### config.mk
export PLATFORM = sky130hd
export DESIGN_NAME = matmul_xcel_row_feeder_ws_li
export DESIGN_NICKNAME = d
export VERILOG_FILES = /design/src/rtl/matmul_xcel_row_feeder_ws_li.sv
export SDC_FILE = /design/constraint.sdc
export NUM_CORES = 1
export LEC_CHECK = 0
export CELL_PAD_IN_SITES_DETAIL_PLACEMENT = 2
export CELL_PAD_IN_SITES_GLOBAL_PLACEMENT = 2
export CORE_MARGIN = 4
export CORE_UTILIZATION = 29
export CTS_BUF_LIST = sky130_fd_sc_hd__clkbuf_8
export DETAILED_ROUTE_END_ITERATION = 10
export PLACE_DENSITY_LB_ADDON = 0.2
export SYNTH_ARGS = -nofsm -noshare
export SYNTH_HDL_FRONTEND = slang
export SYNTH_SLANG_ARGS = --single-unit
### constraint.sdc
create_clock -name clk -period 1.9 [get_ports clk]
set_clock_uncertainty 0.1 [all_clocks]
set_input_delay 0.19 -clock clk [delete_from_list [all_inputs] [get_ports clk]]
set_output_delay 0.19 -clock clk [all_outputs]
set_load 0.01 [all_outputs]
### src/rtl/matmul_xcel_row_feeder_ws_li.sv
// Row feeder for the weight-stationary PE array.
// It drives the left message input of PE column 0 for one systolic row with
// packed {data, is_weight} messages: NUM_PES weights, then the job's
// activations. All three inputs are latency-insensitive val/rdy streams.
// Every outgoing message passes through a 2-entry queue, so o_msg_send has no
// combinational path from any input.
// Optional build macro: MATMUL_XCEL_ROW_FEEDER_ZERO_PAD_EN. When it is defined,
// NUM_PES-1 zero activations follow each job to flush the row skew.
//
// state  | meaning
// -------+-------------------------------------------------------------
// IDLE   | waiting for a job config (cfg rdy high)
// LOAD_W | forwarding NUM_PES weights from i_wt_recv
// STREAM | forwarding num_acts activations from i_act_recv
// PAD    | injecting NUM_PES-1 zero activations (macro builds only)
// DRAIN  | no new messages; waiting for the output queue to empty
// DONE   | one-cycle o_done pulse, then back to IDLE
module matmul_xcel_row_feeder_ws_li #(
   parameter int BIT_WIDTH = 8,
   parameter int NUM_PES   = 4,
   parameter int MAX_ACTS  = 16,
   localparam int CW       = $clog2(MAX_ACTS + 1)
) (
   input  logic                 clk,
   input  logic                 reset,
   input  logic [CW:0]          i_cfg_recv,
   input  logic                 i_cfg_recv_val,
   output logic                 o_cfg_recv_rdy,
   input  logic [BIT_WIDTH-1:0] i_wt_recv,
   input  logic                 i_wt_recv_val,
   output logic                 o_wt_recv_rdy,
   input  logic [BIT_WIDTH-1:0] i_act_recv,
   input  logic                 i_act_recv_val,
   output logic                 o_act_recv_rdy,
   output logic [BIT_WIDTH:0]   o_msg_send,
   output logic                 o_msg_send_val,
   input  logic                 i_msg_send_rdy,
   output logic                 o_done
);

   localparam int MW = BIT_WIDTH + 1;
   localparam int WW = (NUM_PES > 1) ? $clog2(NUM_PES) : 1;
   localparam logic [WW-1:0] W_LAST  = WW'(NUM_PES - 1);
   localparam logic [CW-1:0] ACT_MAX = CW'(MAX_ACTS);

   typedef enum logic [2:0] {
      S_IDLE   = 3'd0,
      S_LOAD_W = 3'd1,
      S_STREAM = 3'd2,
      S_DRAIN  = 3'd3,
`ifdef MATMUL_XCEL_ROW_FEEDER_ZERO_PAD_EN
      S_PAD    = 3'd5,
`endif
      S_DONE   = 3'd4
   } state_t;

   // Where the FSM goes once the real activations are exhausted.
`ifdef MATMUL_XCEL_ROW_FEEDER_ZERO_PAD_EN
   localparam state_t S_POST = S_PAD;
   localparam logic [WW-1:0] P_LAST = WW'(NUM_PES - 2);
   logic [WW-1:0] pcnt;
`else
   localparam state_t S_POST = S_DRAIN;
`endif

   state_t state, state_nxt;

   logic [CW-1:0] cfg_num_raw, cfg_num;
   logic          cfg_load, cfg_fire;
   logic [CW-1:0] num_acts_r, acnt, act_last;
   logic [WW-1:0] wcnt;

   logic          enq_val, enq_fire;
   logic [MW-1:0] enq_msg;
   logic          q_rdy, q_deq;
   logic [MW-1:0] q_mem [2];
   logic          q_head, q_tail;
   logic [1:0]    q_cnt;

   // Oversized job lengths are clamped rather than rejected.
   assign cfg_num_raw = i_cfg_recv[CW:1];
   assign cfg_load    = i_cfg_recv[0];
   assign cfg_num     = (cfg_num_raw > ACT_MAX) ? ACT_MAX : cfg_num_raw;
   assign cfg_fire    = i_cfg_recv_val && o_cfg_recv_rdy;
   assign act_last    = num_acts_r - CW'(1);

   assign q_rdy          = (q_cnt != 2'd2);
   assign o_msg_send_val = (q_cnt != 2'd0);
   assign o_msg_send     = q_mem[q_head];
   assign q_deq          = o_msg_send_val && i_msg_send_rdy;
   assign enq_fire       = enq_val && q_rdy;

   // Queue storage; contents are don't-care while the entry is empty.
   always_ff @(posedge clk) begin
      if (enq_fire) q_mem[q_tail] <= enq_msg;
   end

   // Queue pointers and occupancy; reset discards anything buffered.
   always_ff @(posedge clk) begin
      if (reset) begin
         q_head <= 1'b0;
         q_tail <= 1'b0;
         q_cnt  <= 2'd0;
      end else begin
         if (enq_fire) q_tail <= ~q_tail;
         if (q_deq)    q_head <= ~q_head;
         case ({enq_fire, q_deq})
            2'b10:   q_cnt <= q_cnt + 2'd1;
            2'b01:   q_cnt <= q_cnt - 2'd1;
            default: q_cnt <= q_cnt;
         endcase
      end
   end

   // State register.
   always_ff @(posedge clk) begin
      if (reset) state <= S_IDLE;
      else       state <= state_nxt;
   end

   // Next-state logic.
   always_comb begin
      state_nxt = state;
      case (state)
         S_IDLE: begin
            if (cfg_fire) begin
               if (cfg_load)              state_nxt = S_LOAD_W;
               else if (cfg_num != '0)    state_nxt = S_STREAM;
               else                       state_nxt = S_POST;
            end
         end
         S_LOAD_W: begin
            if (enq_fire && wcnt == W_LAST)
               state_nxt = (num_acts_r != '0) ? S_STREAM : S_POST;
         end
         S_STREAM: begin
            if (enq_fire && acnt == act_last) state_nxt = S_POST;
         end
`ifdef MATMUL_XCEL_ROW_FEEDER_ZERO_PAD_EN
         S_PAD: begin
            if (enq_fire && pcnt == P_LAST) state_nxt = S_DRAIN;
         end
`endif
         // Leave as soon as the last queued message is leaving, so o_done
         // lands the cycle right after the final send.
         S_DRAIN: begin
            if (q_cnt == 2'd0 || (q_cnt == 2'd1 && q_deq)) state_nxt = S_DONE;
         end
         S_DONE:  state_nxt = S_IDLE;
         default: state_nxt = S_IDLE;
      endcase
   end

   // Output and enqueue-source decode; input rdys depend only on state and queue space.
   always_comb begin
      o_cfg_recv_rdy = 1'b0;
      o_wt_recv_rdy  = 1'b0;
      o_act_recv_rdy = 1'b0;
      o_done         = 1'b0;
      enq_val        = 1'b0;
      enq_msg        = '0;
      case (state)
         S_IDLE:   o_cfg_recv_rdy = 1'b1;
         S_LOAD_W: begin
            o_wt_recv_rdy = q_rdy;
            enq_val       = i_wt_recv_val;
            enq_msg       = {i_wt_recv, 1'b1};
         end
         S_STREAM: begin
            o_act_recv_rdy = q_rdy;
            enq_val        = i_act_recv_val;
            enq_msg        = {i_act_recv, 1'b0};
         end
`ifdef MATMUL_XCEL_ROW_FEEDER_ZERO_PAD_EN
         S_PAD: begin
            enq_val = 1'b1;
            enq_msg = '0;
         end
`endif
         S_DONE:   o_done = 1'b1;
         default:  ;
      endcase
   end

   // Job length latch and per-phase message counters.
   always_ff @(posedge clk) begin
      if (reset) begin
         num_acts_r <= '0;
         wcnt       <= '0;
         acnt       <= '0;
`ifdef MATMUL_XCEL_ROW_FEEDER_ZERO_PAD_EN
         pcnt       <= '0;
`endif
      end else begin
         if (cfg_fire) num_acts_r <= cfg_num;
         if (state == S_LOAD_W && enq_fire)
            wcnt <= (wcnt == W_LAST) ? '0 : wcnt + WW'(1);
         if (state == S_STREAM && enq_fire)
            acnt <= (acnt == act_last) ? '0 : acnt + CW'(1);
`ifdef MATMUL_XCEL_ROW_FEEDER_ZERO_PAD_EN
         if (state == S_PAD && enq_fire)
            pcnt <= (pcnt == P_LAST) ? '0 : pcnt + WW'(1);
`endif
      end
   end

endmodule

---- Word level (Yosys, flattened, before mapping) ----
Memory sizes are Yosys's and may differ from the RTL's. A register that Yosys moved wholly into a read port is not among the register bits.
Cells that the tools add are included.
Widths: inputs -> output; s select.
operators by class
  muxes and demuxes ....................... 22
  $add $sub $neg .......................... 5
  bitwise gates (word level) .............. 2
  $lt $le $gt $ge ......................... 1
  reductions and logical operators ........ 16
  equal/unequal tests ..................... 14
operator list
  operator             count
  $pmux 9 s2           1
  $mux 3               4
  $pmux 3 s4           1
  $mux 1               10
  $mux 5               2
  $ne 2x2->1 const B   5
  $reduce_bool 5->1    2
  $logic_and 1x1->1    8
  $eq 3x2->1 const B   2
  $add 5x1->5 const B  1
  $eq 5x5->1           1
  $gt 5x5->1 const B   1
  $sub 5x1->5 const B  1
  $add 2x1->2 const B  2
  $eq 2x1->1 const B   2
  $eq 2x2->1 const B   2
  $mux 2               2
  $pmux 2 s2           1
  $reduce_and 4->1     1
  $reduce_bool 2->1    2
  $eq 3x1->1 const B   1
  $eq 3x3->1 const B   1
  $logic_not 3->1      1
  $logic_not 2->1      1
  4 further kinds      5
storage, ports and cells
  output and inout port bits .............. 14
  bits in registers ....................... 19
  memories ................................ 1
  memory bits (writable) .................. 18
  input port bits ......................... 28
  word-level logic and storage cells ...... 68
memories
  name   depth  bits a word  rd ports  clocked after memory_dff  wr ports  RTL line  text
  q_mem  2      9            1         1                         1         76        logic [MW-1:0] q_mem [2];

---- Depth between registers and ports, before layout ----
Gate-level depths: netlist of run 1.
  depth after elaboration ................. 7
  gate-level depth with buffers ........... 8
  mapped depth without buffers ............ 8

---- Least setup slack after synthesis of run 1 ----
No wires, ideal clock.
  kind .................................... register to register
  start point ............................. register q_cnt[0]
  end point ............................... register acnt[2]
  path buffers ............................ 0
  stages on the path, launching flop included .. 8
  library setup time ...................... 0.070 ns
  slack ................................... 0.103 ns
  arrival ................................. 1.627 ns
  period minus slack after synthesis ...... 1.797 ns
  required time ........................... 1.730 ns
  cells stage by stage .................... dfxtp_1 inv_1 ha_1 nor4b_4 nand2_1 nor3b_1 o21ai_0 a21oi_1
between the ends
  word-level cells in the longest chain between the ends .. 3
ends and longest elaborated chain
  what                      RTL line  text
  start: declaration        78        logic [1:0] q_cnt;
  start signal: assignment  108       2'b10: q_cnt <= q_cnt + 2'd1;
  start signal: assignment  109       2'b01: q_cnt <= q_cnt - 2'd1;
  start signal: assignment  110       default: q_cnt <= q_cnt;
  $ne 2x2->1                87        assign q_rdy = (q_cnt != 2'd2);
  $logic_and 1x1->1         91        assign enq_fire = enq_val && q_rdy;
  $logic_and 1x1->1         198       if (state == S_STREAM && enq_fire)
  end signal: assignment    199       acnt <= (acnt == act_last) ? '0 : acnt + CW'(1);
  end: declaration          70        logic [CW-1:0] num_acts_r, acnt, act_last;
No other way between the ends.
A chain may end at the register's enable or synchronous reset.

---- Final worst setup path of run 1 ----
  start point ............................. register q_cnt[0]
  end point ............................... output o_act_recv_rdy
between the ends
  word-level cells in the longest chain between the ends .. 2
ends and longest elaborated chain
  what              RTL line  text
  $ne 2x2->1        87
  $mux 1            162       case (state)
  end: declaration  34        output logic o_act_recv_rdy,
No other way between the ends.

==> metrics.md, run 1 <==
| Metric | Value |
|---|---|
| Fin Setup TNS | `0 ns` |
| Cts bufs inserted | `5` |
| Cell count after synthesis | `around 180` |
| Floorplan row count | `29` |
| Clock Tree Root | `clkbuf_8` |
| CTS tree | `yes` |
| RSZ-0062 raised after global routing | `yes` |
| Ratio of cells with drive above 1 in the final layout | `0.2651` |
| Synth warnings | `0` |
| Worst-path clk slew | `0.08 ns` |
| Status | `finished, final reports clean` |
| Post-Syn Nets | `~220` |
| Commonest cells after routing, fill and taps aside | `clkdlybuf4s50_1 (29), buf_4 (22), nor2_1 (18), edfxtp_1 (18)` |
| Max Buffers Root-to-Sink | `2` |
| Pin count of the biggest net entering global routing | `19` |
| DR iter-0 viols | `30` |
| Syn_area_per_cell | `10.47 um^2` |
| Synth Area in XOR/XNOR | `0.04572` |
| Adder-cell share of the synthesized area | `0.04572` |
| # clock sinks | `38` |
| Final instance area | `~0.0028 mm^2` |
| Fin crit share | `0.9674` |
| Mux contribution to synthesized area | `0.05291` |
| H-tree Lvls | `2` |
| Finish-stage setup viols | `0` |
| Power Dens Cells | `roughly 1300 mW/mm^2` |
| Vias per cell | `~5` |
| Crit path kind | `register to primary output` |
| WL final | `roughly 6 mm` |
| Cell Area, Placed | `around 0.0025 mm^2` |
| Max Fanout on Critical Path | `3` |
| GP Congestion | `between 0.7 and 0.8` |
| Worst EP arrival | `1.55 ns` |
| Seq cells post-synth | `38` |
| Buffers on Ports | `between 40 and 50` |
| Slew Limit Fails | `0` |
| Max-Cap Viols | `0` |
| Die area | `0.007970 mm^2` |
| Crit path from | `q_cnt[0]$_SDFFE_PP0P_` |
| Largest family of logic cells by synthesized area | `simple AND/OR/NAND/NOR gates` |
| Total Routing Usage GR | `0.1538` |
| Latest clock arrival within the worst-skew pair | `about 0.3 ns` |
| Post-DP HPWL | `4.496 mm` |
| Layout Utilization | `0.4338` |
| Sequential area share after synthesis | `0.4912` |
| Die height | `slightly below 90 um` |
| # DRC | `0` |
| Core ar. | `0.006386 mm^2` |
| Actual slew at the worst max-slew pin | `0.4601 ns` |
| Die W | `slightly below 90 um` |
| Fin crit period | `around 1.8 ns` |
| Detailed Routing Iterations Pass 1 | `4` |
| # hold bufs at CTS | `0` |
| Worst r2r src | `num_acts_r[0]$_SDFFE_PP0P_` |
| Synthesis-to-layout area growth | `44.61%` |
| FMAX | `544.1 MHz` |
| Vias in the first global route | `1893` |
| Antenna Nets Post-Route | `0` |
| Setup WS pre-CTS | `-0.1108 ns` |
| HP Start | `wcnt[1]$_SDFFE_PP0P_` |
| Commonest non-fill, non-tap cell in the layout | `clkdlybuf4s50_1` |
| Endpoint type of the worst setup path | `primary output` |
| NumNets Final | `283` |
| Fin. Hold Viols | `0` |
| First-pass GRT wire length | `9.218 mm` |
| DR vias | `roughly 1600` |
| Antenna violations before repair | `0` |
| Hold_ws | `~0.38 ns` |
| Synth Cell Area | `between 0.0015 and 0.002 mm^2` |
| Grt total ovfl | `0` |
| Hold Crit Class | `register to register` |
| Startpoint types | `register` |
| Simple logic cell fraction of the synthesized area | `0.2051` |
| I/O pins | `42` |
| Synth top area share | `0.2822` |
| Ant diodes | `0` |
| Starting Density | `0.3000` |
| CP required | `between 1.5 and 2 ns` |
| Slew headroom | `0.6892` |
| Wire per inst | `about 18 um` |
| Compound-cell area share of the yosys netlist | `0.1300` |
| Static leakage | `around 1.1 nW` |
| Final WS setup | `between 0.06 and 0.07 ns` |
| Yosys top cell by area | `edfxtp_1` |
| Synth area leaders | `edfxtp_1 (28%), dfxtp_1 (21%), mux2_2 (5.3%)` |
| VDD IR max | `~540 uV` |
| Netlist cell types | `40` |
[final cells by class]
type | count | area (um^2)
Multi-Input combinational cell | 133 | 991.0
Clock buffer | 6 | 82.58
Clock inverter | 2 | 60.06
Inverter | 6 | 22.52
Timing Repair Buffer | 64 | 568.0
Tap cell | 77 | 96.34
Sequential cell | 38 | 949.7
Fill cell | 668 | 3616
[layer usage]
| metal | track usage | part of all wire | vias up |
|---|---|---|---|
| met5 | 0 | 0 | - |
| met4 | 0.04465 | 0.011 | 0 |
| met3 | 0.03410 | 0.055 | 7 |
| met2 | 0.3081 | 0.56 | 40 |
| met1 | 0.1559 | 0.38 | 800 |
| li1 | - | - | 789 |
[final timing paths]
check                                        endpoint  slack (ns)  cells after the start
worst min register to register   wcnt[1]$_SDFFE_PP0P_        0.38                      2
worst max register to register  state[0]$_SDFFE_PP0P_        0.07                      7
worst max-delay path                   o_act_recv_rdy        0.06                      5
worst min-delay path             wcnt[1]$_SDFFE_PP0P_        0.38                      2
[worst max-delay path, cell delays in order, from the launching register on]
cell and delay, ns:
dfxtp_2 0.34, inv_1 0.06, ha_2 0.22, nor4b_4 0.33, buf_4 0.17, buf_2 0.12
[synth_stat cells]
master,count
o41ai_1,1
nand2_2,1
xor2_1,5
a21boi_1,1
nor3b_2,1
nor4b_4,1
nand2_1,17
nand4_1,1
buf_6,1
mux2_2,9
a21oi_1,12
nand3b_1,2
nor3b_1,5
nor3_1,6
buf_4,1
nor2_1,19
nor2b_1,5
o31ai_2,1
or2b_1,1
ha_1,7
a22o_1,8
and3b_1,1
o311ai_2,1
o21ai_0,4
or4b_1,1
or4_1,2
clkbuf_1,4
edfxtp_1,18
nand3_1,6
xnor2_1,5
nand4bb_1,1
and2_1,1
a31oi_1,3
a21boi_0,1
inv_1,6
a211oi_2,1
a211oi_1,1
nand2b_1,1
dfxtp_1,20
o21a_1,1
[power by group]
group          internal, mW  switching [mW]
clock network         0.560           0.299
registers              1.09           0.142
logic                 0.788           0.797
total                  2.44            1.24
[cells by family after synthesis]
| kind of cell | Yosys count |
|---|---|
| AO/OA/AOI/OAI | 35 |
| XOR/XNOR | 10 |
| adder cells (fa/ha/maj) | 7 |
| buffers and inverters | 12 |
| flip-flops | 38 |
| multiplexers | 9 |
| AND/OR/NAND/NOR | 72 |
[flip-flops by register name, indices dropped and copies added, names as in the netlist, named ones only]
| signal | cells |
|---|---|
| num_acts_r | 5 |
| q_head | 1 |
| q_mem | 18 |
| wcnt | 2 |
| acnt | 5 |
| q_tail | 1 |
| q_cnt | 2 |
| state | 3 |
[stage by stage]
| step | instances | power, mW |
|---|---|---|
| 3_5_place_dp | 313 | 2.792 |
| 6_report | 326 | 3.674 |
| 4_1_cts | 324 | 3.681 |
| 2_1_floorplan | 183 | 2.080 |
| 5_1_grt | 326 | 3.919 |
| 3_3_place_gp | 313 | 2.666 |
[repair_timing]
action,in CTS,in global routing
cloned,0,0
setup buffers,3,2
pin swaps,1,10
resized for setup,27,13
setup endpoints to repair,21,9
Note: power is estimated with default switching activity, not from simulation.
==> inputs of run 2 (changes only) <==
CTS_CLUSTER_SIZE = 25   (was not set)
==> results of run 2 <==
Final layout, timing and power as in run 1 (identical DEF).
==> inputs of run 3 (changes only) <==
PLACE_DENSITY = 0.89   (was not set)
PLACE_DENSITY_LB_ADDON = not set   (was 0.2)
SETUP_SLACK_MARGIN = 0.4   (was not set)
clock period = 1.55 ns   (was 1.9 ns; I/O delays follow)
==> metrics.md, run 3 (same netlist as run 1, synthesis figures left out) <==
| Metric | Value |
|---|---|
| Status | `finished, violations left` |
| Failing checks | `negative setup slack` |
| Worst EP arrival | `2.00 ns` |
| Finish-stage setup viols | `38` |
| Wire per inst | `approximately 24 um` |
| R2R cell count | `5` |
| Die W | `89.28 um` |
| Worst stage delay on the critical path | `0.45 ns` |
| H-tree Lvls | `2` |
| GP Congestion | `0.7031` |
| Starting Density | `0.3000` |
| Max Buffers Root-to-Sink | `2` |
| Crit path kind | `register to register` |
| Slew headroom | `0.7155` |
| RSZ-0062 raised after global routing | `yes` |
| Cells along the critical path | `buf_4 > or4b_1 > o21ai_0 > o41ai_1 > o31ai_2` |
| # hold bufs at CTS | `0` |
| NumNets Final | `~320` |
| Slowest CP cell | `or4b_1` |
| Commonest non-fill, non-tap cell in the layout | `buf_4` |
| First-pass GRT wire length | `11.07 mm` |
| FF-to-FF setup slack | `-0.34 ns` |
| Slew Limit Fails | `0` |
| Max Fanout on Critical Path | `6` |
| Die area | `approximately 0.0080 mm^2` |
| Hold depth | `2` |
| I/O pins | `42` |
| Vias per cell | `a little over 5` |
| Total Routing Usage GR | `0.1891` |
| Endpoint type of the worst setup path | `register` |
| Floorplan row count | `29` |
| Worst-path clk slew | `approximately 0.080 ns` |
| Vias in the first global route | `2059` |
| Die height | `a little under 90 um` |
| Final WS setup | `-0.3384 ns` |
| Antenna violations before repair | `0` |
| Largest register FFs | `18` |
| Commonest cells after routing, fill and taps aside | `buf_4 (34), clkdlybuf4s50_1 (27), buf_6 (26)` |
| GR Util met2 | `0.3737` |
| Power Dens Cells | `1711 mW/mm^2` |
| Tot Pwr | `roughly 6.1 mW` |
| CTS tree | `yes` |
| Fin. Hold Viols | `0` |
| Met3 Use GR | `0.03871` |
| Grt peak-use layer | `met2` |
| FF-to-FF End | `state[0]$_SDFFE_PP0P_` |
| Antenna Nets Post-Route | `0` |
| Pin count of the biggest net entering global routing | `19` |
| Core ar. | `around 0.0064 mm^2` |
| Ratio of cells with drive above 1 in the final layout | `0.5872` |
| # DRC | `0` |
| DR vias | `1851` |
| Startpoint types | `register` |
| VDD IR max | `between 700 and 800 uV` |
| Worst r2r src | `num_acts_r[2]$_SDFFE_PP0P_` |
| Buffers on Ports | `between 40 and 50` |
| Clock Tree Root | `clkbuf_8` |
| Fin Setup TNS | `-3.139 ns` |
| Static leakage | `1.363 nW` |
| Ant diodes | `0` |
| Post-DP HPWL | `roughly 4.5 mm` |
| WL final | `around 8.6 mm` |
| Fin crit period | `between 1.5 and 2 ns` |
| FMAX | `roughly 530 MHz` |
| # clock sinks | `38` |
| Grt total ovfl | `0` |
| Max-Cap Viols | `0` |
| Detailed Routing Iterations Pass 1 | `4` |
| Actual slew at the worst max-slew pin | `approximately 0.43 ns` |
| Met1 GRT Util | `0.2000` |
| CP required | `1.66 ns` |
| Latest clock arrival within the worst-skew pair | `about 0.31 ns` |
| DR iter-0 viols | `57` |
| Hold Crit Class | `register to register` |
| HP Start | `wcnt[1]$_SDFFE_PP0P_` |
| Synthesis-to-layout area growth | `86.81%` |
| Fin crit share | `1.218` |
| Cts bufs inserted | `5` |
| Hold Path End | `wcnt[1]$_SDFFE_PP0P_` |
| Top reg by flops | `q_mem` |
| Biggest regs | `q_mem x18, acnt x5, num_acts_r x5` |
[run 3: cell count changes in the layout (fill, tap and decap cells not counted), moves of 5 or more]
cell	before	now
buf_6	1	26
buf_4	22	34
dlygate4sd2_1	11	0
a21oi_1	12	2
mux2_2	9	0
mux2_4	0	9
a21oi_2	0	8
nand2_1	15	8
buf_12	0	5
nor2_4	0	5
[run 3: worst max path at each step]
stage | start | to | slack [ns] | cells past startpoint
final | num_acts_r[2]$_SDFFE_PP0P_ | state[0]$_SDFFE_PP0P_ | -0.34 | 5
after floorplan | q_cnt[0]$_SDFFE_PP0P_ | acnt[2]$_SDFFE_PP0P_ | -0.14 | 7
after global routing | num_acts_r[0]$_SDFFE_PP0P_ | state[0]$_SDFFE_PP0P_ | -0.41 | 7
after detailed placement | i_act_recv_val | q_cnt[1]$_SDFFE_PP0P_ | -0.33 | 8
after CTS | num_acts_r[1]$_SDFFE_PP0P_ | state[0]$_SDFFE_PP0P_ | -0.22 | 7
after global placement | i_wt_recv_val | state[0]$_SDFFE_PP0P_ | -0.24 | 5
[run 3: final cells by class]
type / instances / area, um^2
inverters: 6 / 22.52
clock buffers: 5 / 68.82
repair buffers: 97 / 985.9
fillers: 629 / 2808
multi-input cells: 133 / 1434
clock inverters: 2 / 10.01
flip-flops and latches: 38 / 960.9
well taps: 77 / 96.34
[run 3: critical path, delay by kind of cell (launching register included)]
family | cells | cell delay [ns]
DFF | 1 | 0.42
and+or+nand+nor | 1 | 0.45
buffers and inverters | 1 | 0.20
AOI/OAI and AO/OA | 3 | 0.61
[run 3: stage by stage]
stage	std cells	utilization	hold WS [ns]	setup WS, ns	instance area (um^2)
3_5_place_dp	326	0.4402	0.3816	-0.3304	2811
3_3_place_gp	326	0.4402	0.3495	-0.2375	2811
5_1_grt	358	0.5603	0.4490	-0.4061	3578
2_1_floorplan	183	-	0.2069	-0.1398	2083
4_1_cts	342	0.5008	0.3913	-0.2246	3198
6_report	358	0.5603	0.4360	-0.3384	3578
[run 3: what timing repair did]
action | CTS | global route
pin swaps | 14 | 20
buffers inserted | 8 | 16
gates cloned | 1 | 0
endpoints found under the setup margin | 70 | 70
gates resized for setup | 120 | 52
[run 3: power by group]
group          internal, mW  switching (mW)
Sequential             1.35           0.208
Combinational          2.09            1.81
Clock                 0.302           0.365
[run 3: routing by layer]
metal | vias up | wire length, um
met5 | - | 0
met4 | 0 | 171
met3 | 16 | 440
met2 | 55 | 4846
met1 | 926 | 3145
li1 | 854 | -
